`src/rtl/divider_pkg.sv`:
```
// Shared types and helpers for the restoring divider and its optional hex display.
package divider_pkg;

    localparam int unsigned DIV_WIDTH = 8;
    localparam logic [7:0]  SEG_BLANK = 8'hFF;

    typedef enum logic [2:0] {
        IDLE  = 3'd0,
        START = 3'd1,
        ITER  = 3'd2,
        FIX   = 3'd3,
        DONE  = 3'd4
    } div_state_t;

    // Hex nibble to active-low {dp,g..a}; dp always off.
    function automatic logic [7:0] seg7_f(input logic [3:0] nib);
        logic [7:0] seg;
        case (nib)
            4'h0: seg = 8'hC0;
            4'h1: seg = 8'hF9;
            4'h2: seg = 8'hA4;
            4'h3: seg = 8'hB0;
            4'h4: seg = 8'h99;
            4'h5: seg = 8'h92;
            4'h6: seg = 8'h82;
            4'h7: seg = 8'hF8;
            4'h8: seg = 8'h80;
            4'h9: seg = 8'h90;
            4'hA: seg = 8'h88;
            4'hB: seg = 8'h83;
            4'hC: seg = 8'hC6;
            4'hD: seg = 8'hA1;
            4'hE: seg = 8'h86;
            default: seg = 8'h8E;
        endcase
        return seg;
    endfunction

endpackage

```
`src/rtl/restoring_divider_if.sv`:
```
// Operator/result bundle of the restoring divider: switches and buttons in, results and flags out.
interface restoring_divider_if
    import divider_pkg::*;
#(
    parameter int unsigned WIDTH = DIV_WIDTH
) ();

    logic             Load_Clear;
    logic             Run;
    logic [WIDTH-1:0] SW;
    logic [WIDTH-1:0] Qval;
    logic [WIDTH-1:0] Rval;
    logic [WIDTH-1:0] Dval;
    logic             Busy;
    logic             Done;
    logic             Div0;
    logic             Ovf;

    modport master (
        output Load_Clear, Run, SW,
        input  Qval, Rval, Dval, Busy, Done, Div0, Ovf
    );

    modport slave (
        input  Load_Clear, Run, SW,
        output Qval, Rval, Dval, Busy, Done, Div0, Ovf
    );

endinterface

```
`src/rtl/div_hex_mux.sv`:
```
// Four-digit multiplexed hex display scanner; only built with DIVIDER_HEX_EN.
`ifdef DIVIDER_HEX_EN
module div_hex_mux
    import divider_pkg::*;
#(
    parameter int unsigned REFRESH_BITS = 16
) (
    input  logic        Clk,
    input  logic        Reset_n,
    input  logic [15:0] value,
    output logic [3:0]  hex_grid,
    output logic [7:0]  hex_seg
);

    logic [REFRESH_BITS+1:0] r_cnt;
    logic [3:0]              r_grid;
    logic [7:0]              r_seg;
    logic [1:0]              w_digit;
    logic [3:0]              w_nib;

    // Top two counter bits pick the digit, so each digit stays lit 2^REFRESH_BITS clocks.
    assign w_digit = r_cnt[REFRESH_BITS+1:REFRESH_BITS];

    always_comb begin
        w_nib = value[3:0];
        case (w_digit)
            2'd0:    w_nib = value[3:0];
            2'd1:    w_nib = value[7:4];
            2'd2:    w_nib = value[11:8];
            default: w_nib = value[15:12];
        endcase
    end

    always_ff @(posedge Clk or negedge Reset_n) begin
        if (!Reset_n) begin
            r_cnt  <= '0;
            r_grid <= 4'hF;
            r_seg  <= SEG_BLANK;
        end else begin
            r_cnt  <= r_cnt + (REFRESH_BITS+2)'(1);
            r_grid <= ~(4'b0001 << w_digit);
            r_seg  <= seg7_f(w_nib);
        end
    end

    assign hex_grid = r_grid;
    assign hex_seg  = r_seg;

endmodule
`endif

```
`src/rtl/restoring_divider.sv`:
```
// Sequential signed restoring divider, one quotient bit per clock.
// Optional hex display of Qval/Rval when DIVIDER_HEX_EN is defined.
module restoring_divider
    import divider_pkg::*;
#(
    parameter int unsigned WIDTH = DIV_WIDTH
`ifdef DIVIDER_HEX_EN
   ,parameter int unsigned REFRESH_BITS = 16
`endif
) (
    input  logic                Clk,
    input  logic                Reset_n,
    restoring_divider_if.slave  bus
`ifdef DIVIDER_HEX_EN
   ,output logic [3:0]          hex_grid,
    output logic [7:0]          hex_seg
`endif
);

    localparam int unsigned CNT_W = (WIDTH > 1) ? $clog2(WIDTH) : 1;
    localparam logic [WIDTH-1:0] MIN_VAL = {1'b1, {(WIDTH-1){1'b0}}};

    div_state_t       r_state, w_state_nxt;
    logic [WIDTH-1:0] r_d, w_d_nxt;
    logic [WIDTH-1:0] r_n, w_n_nxt;
    logic [WIDTH-1:0] r_q, w_q_nxt;
    logic [WIDTH-1:0] r_rem, w_rem_nxt;
    logic [WIDTH-1:0] r_dabs, w_dabs_nxt;
    logic [CNT_W-1:0] r_cnt, w_cnt_nxt;
    logic [WIDTH-1:0] r_qval, w_qval_nxt;
    logic [WIDTH-1:0] r_rval, w_rval_nxt;
    logic             r_div0, w_div0_nxt;
    logic             r_ovf, w_ovf_nxt;
    logic             r_busy, w_busy_nxt;
    logic             r_done, w_done_nxt;
    logic [WIDTH:0]   w_rem_sh;
    logic [WIDTH:0]   w_dabs_ext;

    // Magnitudes fit WIDTH unsigned bits (|MIN| = 2^(WIDTH-1)); the trial remainder needs one more.
    assign w_rem_sh   = {r_rem, r_q[WIDTH-1]};
    assign w_dabs_ext = {1'b0, r_dabs};

    always_ff @(posedge Clk or negedge Reset_n) begin
        if (!Reset_n) begin
            r_state <= IDLE;
            r_d     <= '0;
            r_n     <= '0;
            r_q     <= '0;
            r_rem   <= '0;
            r_dabs  <= '0;
            r_cnt   <= '0;
            r_qval  <= '0;
            r_rval  <= '0;
            r_div0  <= 1'b0;
            r_ovf   <= 1'b0;
            r_busy  <= 1'b0;
            r_done  <= 1'b0;
        end else begin
            r_state <= w_state_nxt;
            r_d     <= w_d_nxt;
            r_n     <= w_n_nxt;
            r_q     <= w_q_nxt;
            r_rem   <= w_rem_nxt;
            r_dabs  <= w_dabs_nxt;
            r_cnt   <= w_cnt_nxt;
            r_qval  <= w_qval_nxt;
            r_rval  <= w_rval_nxt;
            r_div0  <= w_div0_nxt;
            r_ovf   <= w_ovf_nxt;
            r_busy  <= w_busy_nxt;
            r_done  <= w_done_nxt;
        end
    end

    always_comb begin
        w_state_nxt = r_state;
        w_d_nxt     = r_d;
        w_n_nxt     = r_n;
        w_q_nxt     = r_q;
        w_rem_nxt   = r_rem;
        w_dabs_nxt  = r_dabs;
        w_cnt_nxt   = r_cnt;
        w_qval_nxt  = r_qval;
        w_rval_nxt  = r_rval;
        w_div0_nxt  = r_div0;
        w_ovf_nxt   = r_ovf;
        // Status flags follow the state of the previous cycle, so Done rises once results are stable.
        w_busy_nxt  = (r_state == START) || (r_state == ITER) || (r_state == FIX);
        w_done_nxt  = (r_state == DONE);

        case (r_state)
            IDLE: begin
                if (bus.Load_Clear) begin
                    w_d_nxt    = bus.SW;
                    w_qval_nxt = '0;
                    w_rval_nxt = '0;
                    w_div0_nxt = 1'b0;
                    w_ovf_nxt  = 1'b0;
                end else if (bus.Run) begin
                    w_n_nxt     = bus.SW;
                    w_div0_nxt  = 1'b0;
                    w_ovf_nxt   = 1'b0;
                    w_state_nxt = START;
                end
            end
            START: begin
                w_rem_nxt  = '0;
                w_cnt_nxt  = CNT_W'(WIDTH - 1);
                w_q_nxt    = r_n[WIDTH-1] ? WIDTH'(0) - r_n : r_n;
                w_dabs_nxt = r_d[WIDTH-1] ? WIDTH'(0) - r_d : r_d;
                if (r_d == '0) begin
                    w_div0_nxt  = 1'b1;
                    w_qval_nxt  = '1;
                    w_rval_nxt  = r_n;
                    w_state_nxt = DONE;
                end else begin
                    w_state_nxt = ITER;
                end
            end
            ITER: begin
                if (w_rem_sh >= w_dabs_ext) begin
                    w_rem_nxt = WIDTH'(w_rem_sh - w_dabs_ext);
                    w_q_nxt   = {r_q[WIDTH-2:0], 1'b1};
                end else begin
                    w_rem_nxt = w_rem_sh[WIDTH-1:0];
                    w_q_nxt   = {r_q[WIDTH-2:0], 1'b0};
                end
                if (r_cnt == '0) begin
                    w_state_nxt = FIX;
                end else begin
                    w_cnt_nxt = r_cnt - CNT_W'(1);
                end
            end
            FIX: begin
                // MIN/-1 wraps naturally to MIN with remainder 0; only the flag is extra.
                w_qval_nxt  = (r_n[WIDTH-1] ^ r_d[WIDTH-1]) ? WIDTH'(0) - r_q : r_q;
                w_rval_nxt  = r_n[WIDTH-1] ? WIDTH'(0) - r_rem : r_rem;
                w_ovf_nxt   = (r_n == MIN_VAL) && (r_d == '1);
                w_state_nxt = DONE;
            end
            DONE: begin
                if (bus.Load_Clear) begin
                    w_d_nxt    = bus.SW;
                    w_qval_nxt = '0;
                    w_rval_nxt = '0;
                    w_div0_nxt = 1'b0;
                    w_ovf_nxt  = 1'b0;
                end
                if (!bus.Run) begin
                    w_state_nxt = IDLE;
                end
            end
            default: begin
                w_state_nxt = IDLE;
            end
        endcase
    end

    assign bus.Qval = r_qval;
    assign bus.Rval = r_rval;
    assign bus.Dval = r_d;
    assign bus.Busy = r_busy;
    assign bus.Done = r_done;
    assign bus.Div0 = r_div0;
    assign bus.Ovf  = r_ovf;

`ifdef DIVIDER_HEX_EN
    if (WIDTH != 8) begin : g_width_chk
        $error("restoring_divider: DIVIDER_HEX_EN needs WIDTH == 8");
    end

    div_hex_mux #(
        .REFRESH_BITS (REFRESH_BITS)
    ) u_hex (
        .Clk      (Clk),
        .Reset_n  (Reset_n),
        .value    (16'({r_qval, r_rval})),
        .hex_grid (hex_grid),
        .hex_seg  (hex_seg)
    );
`endif

endmodule

```
`src/flat_wrapper.sv`:
```
// flat-port wrapper written by rule: the top's interface ports become plain ports
module restoring_divider_flat import divider_pkg::*;
#(
    parameter int unsigned WIDTH = DIV_WIDTH

)
  (Clk, Reset_n, bus_Load_Clear, bus_Run, bus_SW, bus_Qval, bus_Rval, bus_Dval, bus_Busy, bus_Done, bus_Div0, bus_Ovf);
  restoring_divider_if #(.WIDTH(WIDTH)) bus_i ();
  input  logic Clk;
  input  logic Reset_n;
  input wire logic [$bits(bus_i.Load_Clear)-1:0] bus_Load_Clear;
  input wire logic [$bits(bus_i.Run)-1:0] bus_Run;
  input wire logic [$bits(bus_i.SW)-1:0] bus_SW;
  output wire logic [$bits(bus_i.Qval)-1:0] bus_Qval;
  output wire logic [$bits(bus_i.Rval)-1:0] bus_Rval;
  output wire logic [$bits(bus_i.Dval)-1:0] bus_Dval;
  output wire logic [$bits(bus_i.Busy)-1:0] bus_Busy;
  output wire logic [$bits(bus_i.Done)-1:0] bus_Done;
  output wire logic [$bits(bus_i.Div0)-1:0] bus_Div0;
  output wire logic [$bits(bus_i.Ovf)-1:0] bus_Ovf;
  assign bus_i.Load_Clear = bus_Load_Clear;
  assign bus_i.Run = bus_Run;
  assign bus_i.SW = bus_SW;
  assign bus_Qval = bus_i.Qval;
  assign bus_Rval = bus_i.Rval;
  assign bus_Dval = bus_i.Dval;
  assign bus_Busy = bus_i.Busy;
  assign bus_Done = bus_i.Done;
  assign bus_Div0 = bus_i.Div0;
  assign bus_Ovf = bus_i.Ovf;
  restoring_divider #(.WIDTH(WIDTH)) u_core (.Clk(Clk), .Reset_n(Reset_n), .bus(bus_i));
endmodule
```
`config.mk`:
```
export PLATFORM = sky130hd
export DESIGN_NAME = restoring_divider_flat
export DESIGN_NICKNAME = d
export VERILOG_FILES = /design/src/rtl/divider_pkg.sv /design/src/rtl/restoring_divider_if.sv /design/src/rtl/div_hex_mux.sv /design/src/rtl/restoring_divider.sv /design/src/flat_wrapper.sv
export SDC_FILE = /design/constraint.sdc
export NUM_CORES = 1
export LEC_CHECK = 0
export ABC_AREA = 0
export BUFFER_PORTS_ARGS = -buffer_cell sky130_fd_sc_hd__buf_4
export CAP_MARGIN = 20
export CORE_AREA = 2 2 88 90
export DETAILED_ROUTE_END_ITERATION = 7
export DIE_AREA = 0 0 90 92
export PLACE_DENSITY = 0.74
export SETUP_SLACK_MARGIN = 0.15
export SLEW_MARGIN = 20
export SYNTH_ARGS = -nofsm -noshare
export SYNTH_HDL_FRONTEND = slang
export SYNTH_SLANG_ARGS = --single-unit
```
`constraint.sdc`:
```
create_clock -name Clk -period 2.2 [get_ports Clk]
set_clock_uncertainty 0.05 [all_clocks]
set_input_delay 0.11 -clock Clk [delete_from_list [all_inputs] [get_ports Clk]]
set_output_delay 0.11 -clock Clk [all_outputs]
set_load 0.02 [all_outputs]
```
==> metrics.txt, run 1 <==
status finished, final reports clean; total global-route track usage 0.243; Clk pwr share 0.129; critical path arrival 2.26 ns; port bufs 39; largest area contributor in the netlist dfrtp_1; Post-Syn Instances 388; hold_ws 0.121 ns; drt pass-1 iters 5; worst-path maximum fanout 2; library cells used by synthesis 56; Yosys top cell area share 0.439; Synth Net Count 416; min-delay src bus_Load_Clear; CP Launch Point u_core.r_q[7]; cell row count 32; DRC viols 0; clk sinks 66; ant diodes 0; CTS buffer count 9; post-synthesis area per instance 9.70 sq um; placed cells 535; Top FF cell, synth dfrtp_1; CP Capture Type register; global route total overflow 0; antenna violations before repair 0; power per cell area 1880 nW/um^2; M1 WL 4.19 mm; via/cell ratio 5.75; die area 8280 sq um; met3 wire length 494 um; drt initial violations 208; Filler Cell Count 587; Final min period 2.09 ns; fin cells 567; Startpoint Class register; post-synthesis sequential area ratio 0.439; Max Freq 478 MHz; Worst EP required 2.37 ns; Sequential Power Share 0.275; fin. max-slew vios 0; Post-synth EDFFs 0; Pint 0.00483 W; share of cells above drive strength 1 0.260; Synth Register Bits 66; clk root buf clkbuf_8; die width 90 um; H-tree lvl count 3; die height 92 um; leakage power 2.09 nW; combinational group share of total power 0.597; count leader, synth dfrtp_1; via count 3258; max-cap violations 0; core area 7450 sq um; Longest Clk Path Bufs 2; io pins 40; P_sw 0.00405 W; Layout area overhead 25.4%; Final Hold Fails 0; vias in the first global route 3230; antenna-violating nets left 0; Max IR drop VDD 1.14 mV; worst r2r src u_core.r_q[7]; Slew headroom 0.451; synthesized cell area 3760 sq um; routability cong. 0.931; count of final setup violators 0; Initial Util 0.506; synth top area cells dfrtp_1, ha_1, o21ai_0, mux2_2, xor2_1; switching portion of total power 0.456; highest metal used met4; CTS tree done; first-pass GRT wire length 15.9 mm; synth cell count leaders dfrtp_1, nand2_1, nor2_1, o21ai_0; WL/cell 17.0 um; Setup CP Type register to register; met2 wire len 4.63 mm; largest net degree at the start of global routing 67; hold crit path type primary input to register; unrepaired setup endpoints after global routing yes; yosys warns 0; Worst-Margin Slew 0.823 ns; FFs w/ async S/R, synth 1.00; clk_lat worst skew 0.35 ns; layout net count 488; part of the cycle the worst path needs 0.951; Reg clk slew, reported paths 0.07 ns; routed wire length 9.64 mm; placed wire-length estimate 6.67 mm
## final timing paths
check	end	slack (ns)	cells after the start
max	u_core.r_rem[6]	0.11	9
max reg2reg	u_core.r_rem[6]	0.11	9
min	u_core.bus.Div0	0.12	4
min in group asynchronous	u_core.bus.Qval[3]	0.31	2
min reg2reg	u_core.r_state[0]	0.41	1
max in group asynchronous	u_core.r_dabs[7]	1.22	2
## per-stage QoR
step                cell area [sq um]  TNS, ns  power (W)  utilization  worst slack (ns)
global route                     4720        0    0.00954        0.634            0.0200
detailed placement               4270  -0.0127    0.00725        0.573           -0.0127
global placement                 4270        0    0.00709        0.573            0.0824
finish                           4720        0    0.00887        0.634             0.109
floorplan                        3760        0    0.00571            -             0.155
CTS                              4610        0    0.00851        0.619             0.159
## metal layers
layer,GRT usage,vias up
met5,0,-
li1,-,1526
met1,0.329,1589
met2,0.380,114
met3,0.0419,29
met4,0.121,0
## timing repair
| action | 4_1_cts | 5_1_grt |
|---|---|---|
| pin swaps | 5 | 6 |
| endpoints found under the hold margin | 83 | 0 |
| endpoints found under the setup margin | 2 | 8 |
| hold buffers | 10 | 0 |
| resized for setup | 4 | 16 |
| setup buffers | 2 | 4 |
## state kept, by name, summed over array words and instances, names as in the netlist, 3 cells and up
signal	flops
u_core.r_cnt	3
u_core.r_n	8
u_core.r_state	3
u_core.bus.Rval	8
u_core.bus.Dval	8
u_core.r_q	8
u_core.r_rem	8
u_core.r_dabs	8
u_core.bus.Qval	8
## cell type report
type | count | area [sq um] | area share
Inverter | 27 | 101 | 0.0215
Clock buffer | 10 | 128 | 0.0270
Sequential cell | 66 | 1650 | 0.350
Clock inverter | 6 | 90.1 | 0.0191
Timing Repair Buffer | 77 | 616 | 0.130
Multi-Input combinational cell | 279 | 2010 | 0.425
Tap cell | 102 | 128 | 0.0270
## logic make-up (layout without fill, tap and decap cells)
family | count (synthesis) | count (layout) | share of synthesized area
fa+ha+maj | 16 | 16 | 0.0552
flops | 66 | 66 | 0.439
buf+inv | 43 | 120 | 0.0515
xor+xnor | 28 | 28 | 0.0651
compound gates | 108 | 108 | 0.191
simple gates | 106 | 106 | 0.138
mux | 21 | 21 | 0.0605
## cells in the final DEF, fill, tap and decap left out, types with 3 or more instances in the layout
master	count
nand2_1	33
clkbuf_8	9
a21oi_2	3
inv_1	25
xnor2_1	11
a32oi_1	4
nor3_1	7
dlygate4sd3_1	10
a31oi_1	5
o21ai_0	30
ha_4	5
ha_1	10
or3_1	3
nor2_1	33
a21oi_1	24
o221ai_1	3
buf_4	66
nand2b_1	3
mux2i_1	7
a22oi_1	10
nand3_1	7
xor2_1	17
nor2b_1	3
dfrtp_1	66
o221a_2	3
o31ai_1	5
mux2_2	14
## power by group through the flow
stage / registers (W) / logic, W / clock network, W
2_1_floorplan: 0.00257 / 0.00314 / 0
3_3_place_gp: 0.00238 / 0.00471 / 0
3_5_place_dp: 0.00241 / 0.00484 / 0
4_1_cts: 0.00240 / 0.00496 / 0.00115
5_1_grt: 0.00251 / 0.00582 / 0.00122
6_report: 0.00244 / 0.00529 / 0.00114
## worst max-delay path: stages, from the launching register on
cell,delay (ns)
dfrtp_1,0.39
inv_2,0.08
ha_4,0.13
inv_2,0.04
fa_2,0.39
a211oi_4,0.26
o21bai_1,0.14
a21oi_2,0.19
xor2_1,0.20
o21ai_1,0.10
Note: power is estimated with default switching activity, not from simulation.
==> run 2, diff against run 1 <==
- CORE_AREA: 2 2 88 90 -> 2 2 116 118
- DIE_AREA: 0 0 90 92 -> 0 0 118 120
- PLACE_DENSITY: 0.74 -> unset
- clock period: 2.2 -> 2.7 ns (I/O delays scaled with it)
==> run 2 against run 1 <==
Setup slack improved by 0.34 ns. Register-to-register slack improved by 0.34 ns. Count of clock-buffer cells in the layout did not move. Wire length fell by 0.91%. Cell count rose by 9.9%. Global-route usage fell by 10 points. Critical endpoint unchanged. Sequential power fell by 15%. Via count fell by 5.8%.
==> metrics.txt, run 2 (same netlist as run 1, synthesis figures left out) <==
routed wire length 9.55 mm (was 9.64 mm); Max Freq 445 MHz (was 478 MHz); Max IR drop VDD 0.594 mV (was 1.14 mV); antenna-violating nets left 0 (unchanged); Worst EP required 2.86 ns (was 2.37 ns); drt initial violations 186 (was 208); drt pass-1 iters 5 (unchanged); vias in the first global route 3065 (was 3230); Core Util, Final 0.359 (was 0.634); Startpoint Class register (unchanged); port bufs 39 (unchanged); antenna violations before repair 0 (unchanged); Longest Clk Path Bufs 2 (unchanged); max-cap violations 0 (unchanged); Worst R2R Path Depth 9 (unchanged); fin cells 623 (was 567); Area after DPL 4260 sq um (was 4270 sq um); clk sinks 66 (unchanged); placed wire-length estimate 6.87 mm (was 6.67 mm); Reg clk slew, reported paths 0.06 ns (was 0.07 ns); Seq. cell area 1650 sq um (unchanged); share of cells above drive strength 1 0.206 (was 0.260); CTS buffer count 9 (unchanged); via/cell ratio 4.92 (was 5.75); clk_lat worst skew 0.33 ns (was 0.35 ns); H-tree lvl count 3 (unchanged); Final Cell Area 4660 sq um (was 4720 sq um); count of final setup violators 0 (unchanged); die height 120 um (was 92 um); unrepaired setup endpoints after global routing no (was yes); first-pass GRT wire length 16.1 mm (was 15.9 mm); Slew headroom 0.420 (was 0.451); setup tns final 0 ns (unchanged); ant diodes 0 (unchanged); Layout area overhead 23.9% (was 25.4%); clk root buf clkbuf_16 (was clkbuf_8); Filler Cell Count 1333 (was 587); via count 3068 (was 3258); die width 118 um (was 90 um); critical path arrival 2.40 ns (was 2.26 ns); Setup CP Type register to register (unchanged); placed cells 597 (was 535); WHS Path Cells 4 (unchanged); leakage power 2.03 nW (was 2.09 nW); CTS tree done (unchanged); layout net count 470 (was 488); most frequent cells in the layout dfrtp_1, buf_4, nor2_1, nand2_1, o21ai_0 (was buf_4, dfrtp_1, nor2_1, nand2_1, o21ai_0); flop2flop setup slack 0.45 ns (was 0.11 ns); status finished, final reports clean (unchanged); Hold Path End u_core.bus.Div0 (unchanged); Final min period 2.25 ns (was 2.09 ns); CP Capture Type register (unchanged); total global-route track usage 0.142 (was 0.243); multi-input logic area 1920 sq um (was 2010 sq um); most common cell after layout, fill and taps aside dfrtp_1; routability cong. 0.886 (was 0.931); Worst-Margin Slew 0.870 ns (was 0.823 ns); Final Hold Fails 0 (unchanged); Initial Util 0.290 (was 0.506); core area 13000 sq um (was 7450 sq um); largest net degree at the start of global routing 67 (unchanged); cell row count 42 (was 32); fin. max-slew vios 0 (unchanged); WL/cell 15.3 um (was 17.0 um); worst-path maximum fanout 4 (was 2); io pins 40 (unchanged); hold crit path type primary input to register (unchanged); min-delay src bus_Load_Clear (unchanged); power per cell area 1500 nW/um^2 (was 1880 nW/um^2); global route total overflow 0 (unchanged); worst r2r src u_core.r_q[7] (unchanged); Worst R2R End u_core.r_rem[6] (unchanged); die area 14200 sq um (was 8280 sq um); DRC viols 0 (unchanged); part of the cycle the worst path needs 0.833 (was 0.951); hold_ws 0.161 ns (was 0.121 ns)
-- run 2: cell count changes in the layout (fill, tap and decap cells not counted), moves of 5 or more --
cell,change
ha_4,-5
ha_1,+5
clkbuf_16,+9
buf_4,-17
clkbuf_8,-8
-- run 2: what timing repair did --
action / CTS / global route
resized for setup: 0 / 0
buffers inserted: 0 / 0
hold buffers: 10 / 0
endpoints found under the hold margin: 82 / 0
-- run 2: layout make-up --
| class | count | share of cell area |
|---|---|---|
| clock buffer | 10 | 0.0512 |
| multi-input combinational | 279 | 0.411 |
| timing repair buffer | 59 | 0.100 |
| tap | 176 | 0.0472 |
| inverter | 27 | 0.0217 |
| clock inverter | 6 | 0.0139 |
| sequential | 66 | 0.354 |
-- run 2: per-stage QoR --
step                total power, W  setup WS [ns]
floorplan                  0.00465          0.655
global placement           0.00572          0.505
detailed placement         0.00580          0.471
CTS                        0.00702          0.456
global route               0.00757          0.222
finish                     0.00699          0.452
-- run 2: how the worst max path moves through the flow --
stage             startpoint         endpoint  slack, ns  cells after the start
2_1_floorplan  u_core.r_q[7]  u_core.r_rem[6]       0.65                      9
3_3_place_gp   u_core.r_q[7]  u_core.r_rem[6]       0.50                      9
3_5_place_dp   u_core.r_q[7]  u_core.r_rem[6]       0.47                      9
4_1_cts        u_core.r_q[7]  u_core.r_rem[6]       0.46                      9
5_1_grt        u_core.r_q[7]  u_core.r_rem[6]       0.22                      9
6_report       u_core.r_q[7]  u_core.r_rem[6]       0.45                      9
-- run 2: worst max-delay path: stages (launching register included) --
cell,delay (ns)
dfrtp_1,0.40
inv_1,0.09
ha_1,0.19
inv_1,0.07
fa_1,0.46
a211oi_1,0.29
o21bai_1,0.13
a21oi_1,0.18
xor2_1,0.16
o21ai_0,0.10
-- run 2: metal layers --
layer  share of wire  global-route usage  wire length (um)
met1            0.48               0.200              4600
met2            0.45               0.219              4270
met3           0.062              0.0366               592
met4          0.0083              0.0316                79
met5               0                   0                 0
-- run 2: power breakdown --
group          internal, W  switching (W)  total (W)
combinational      0.00163        0.00209    0.00373
sequential         0.00146       0.000616    0.00208
clock             0.000741       0.000449    0.00119
total              0.00383        0.00316    0.00699
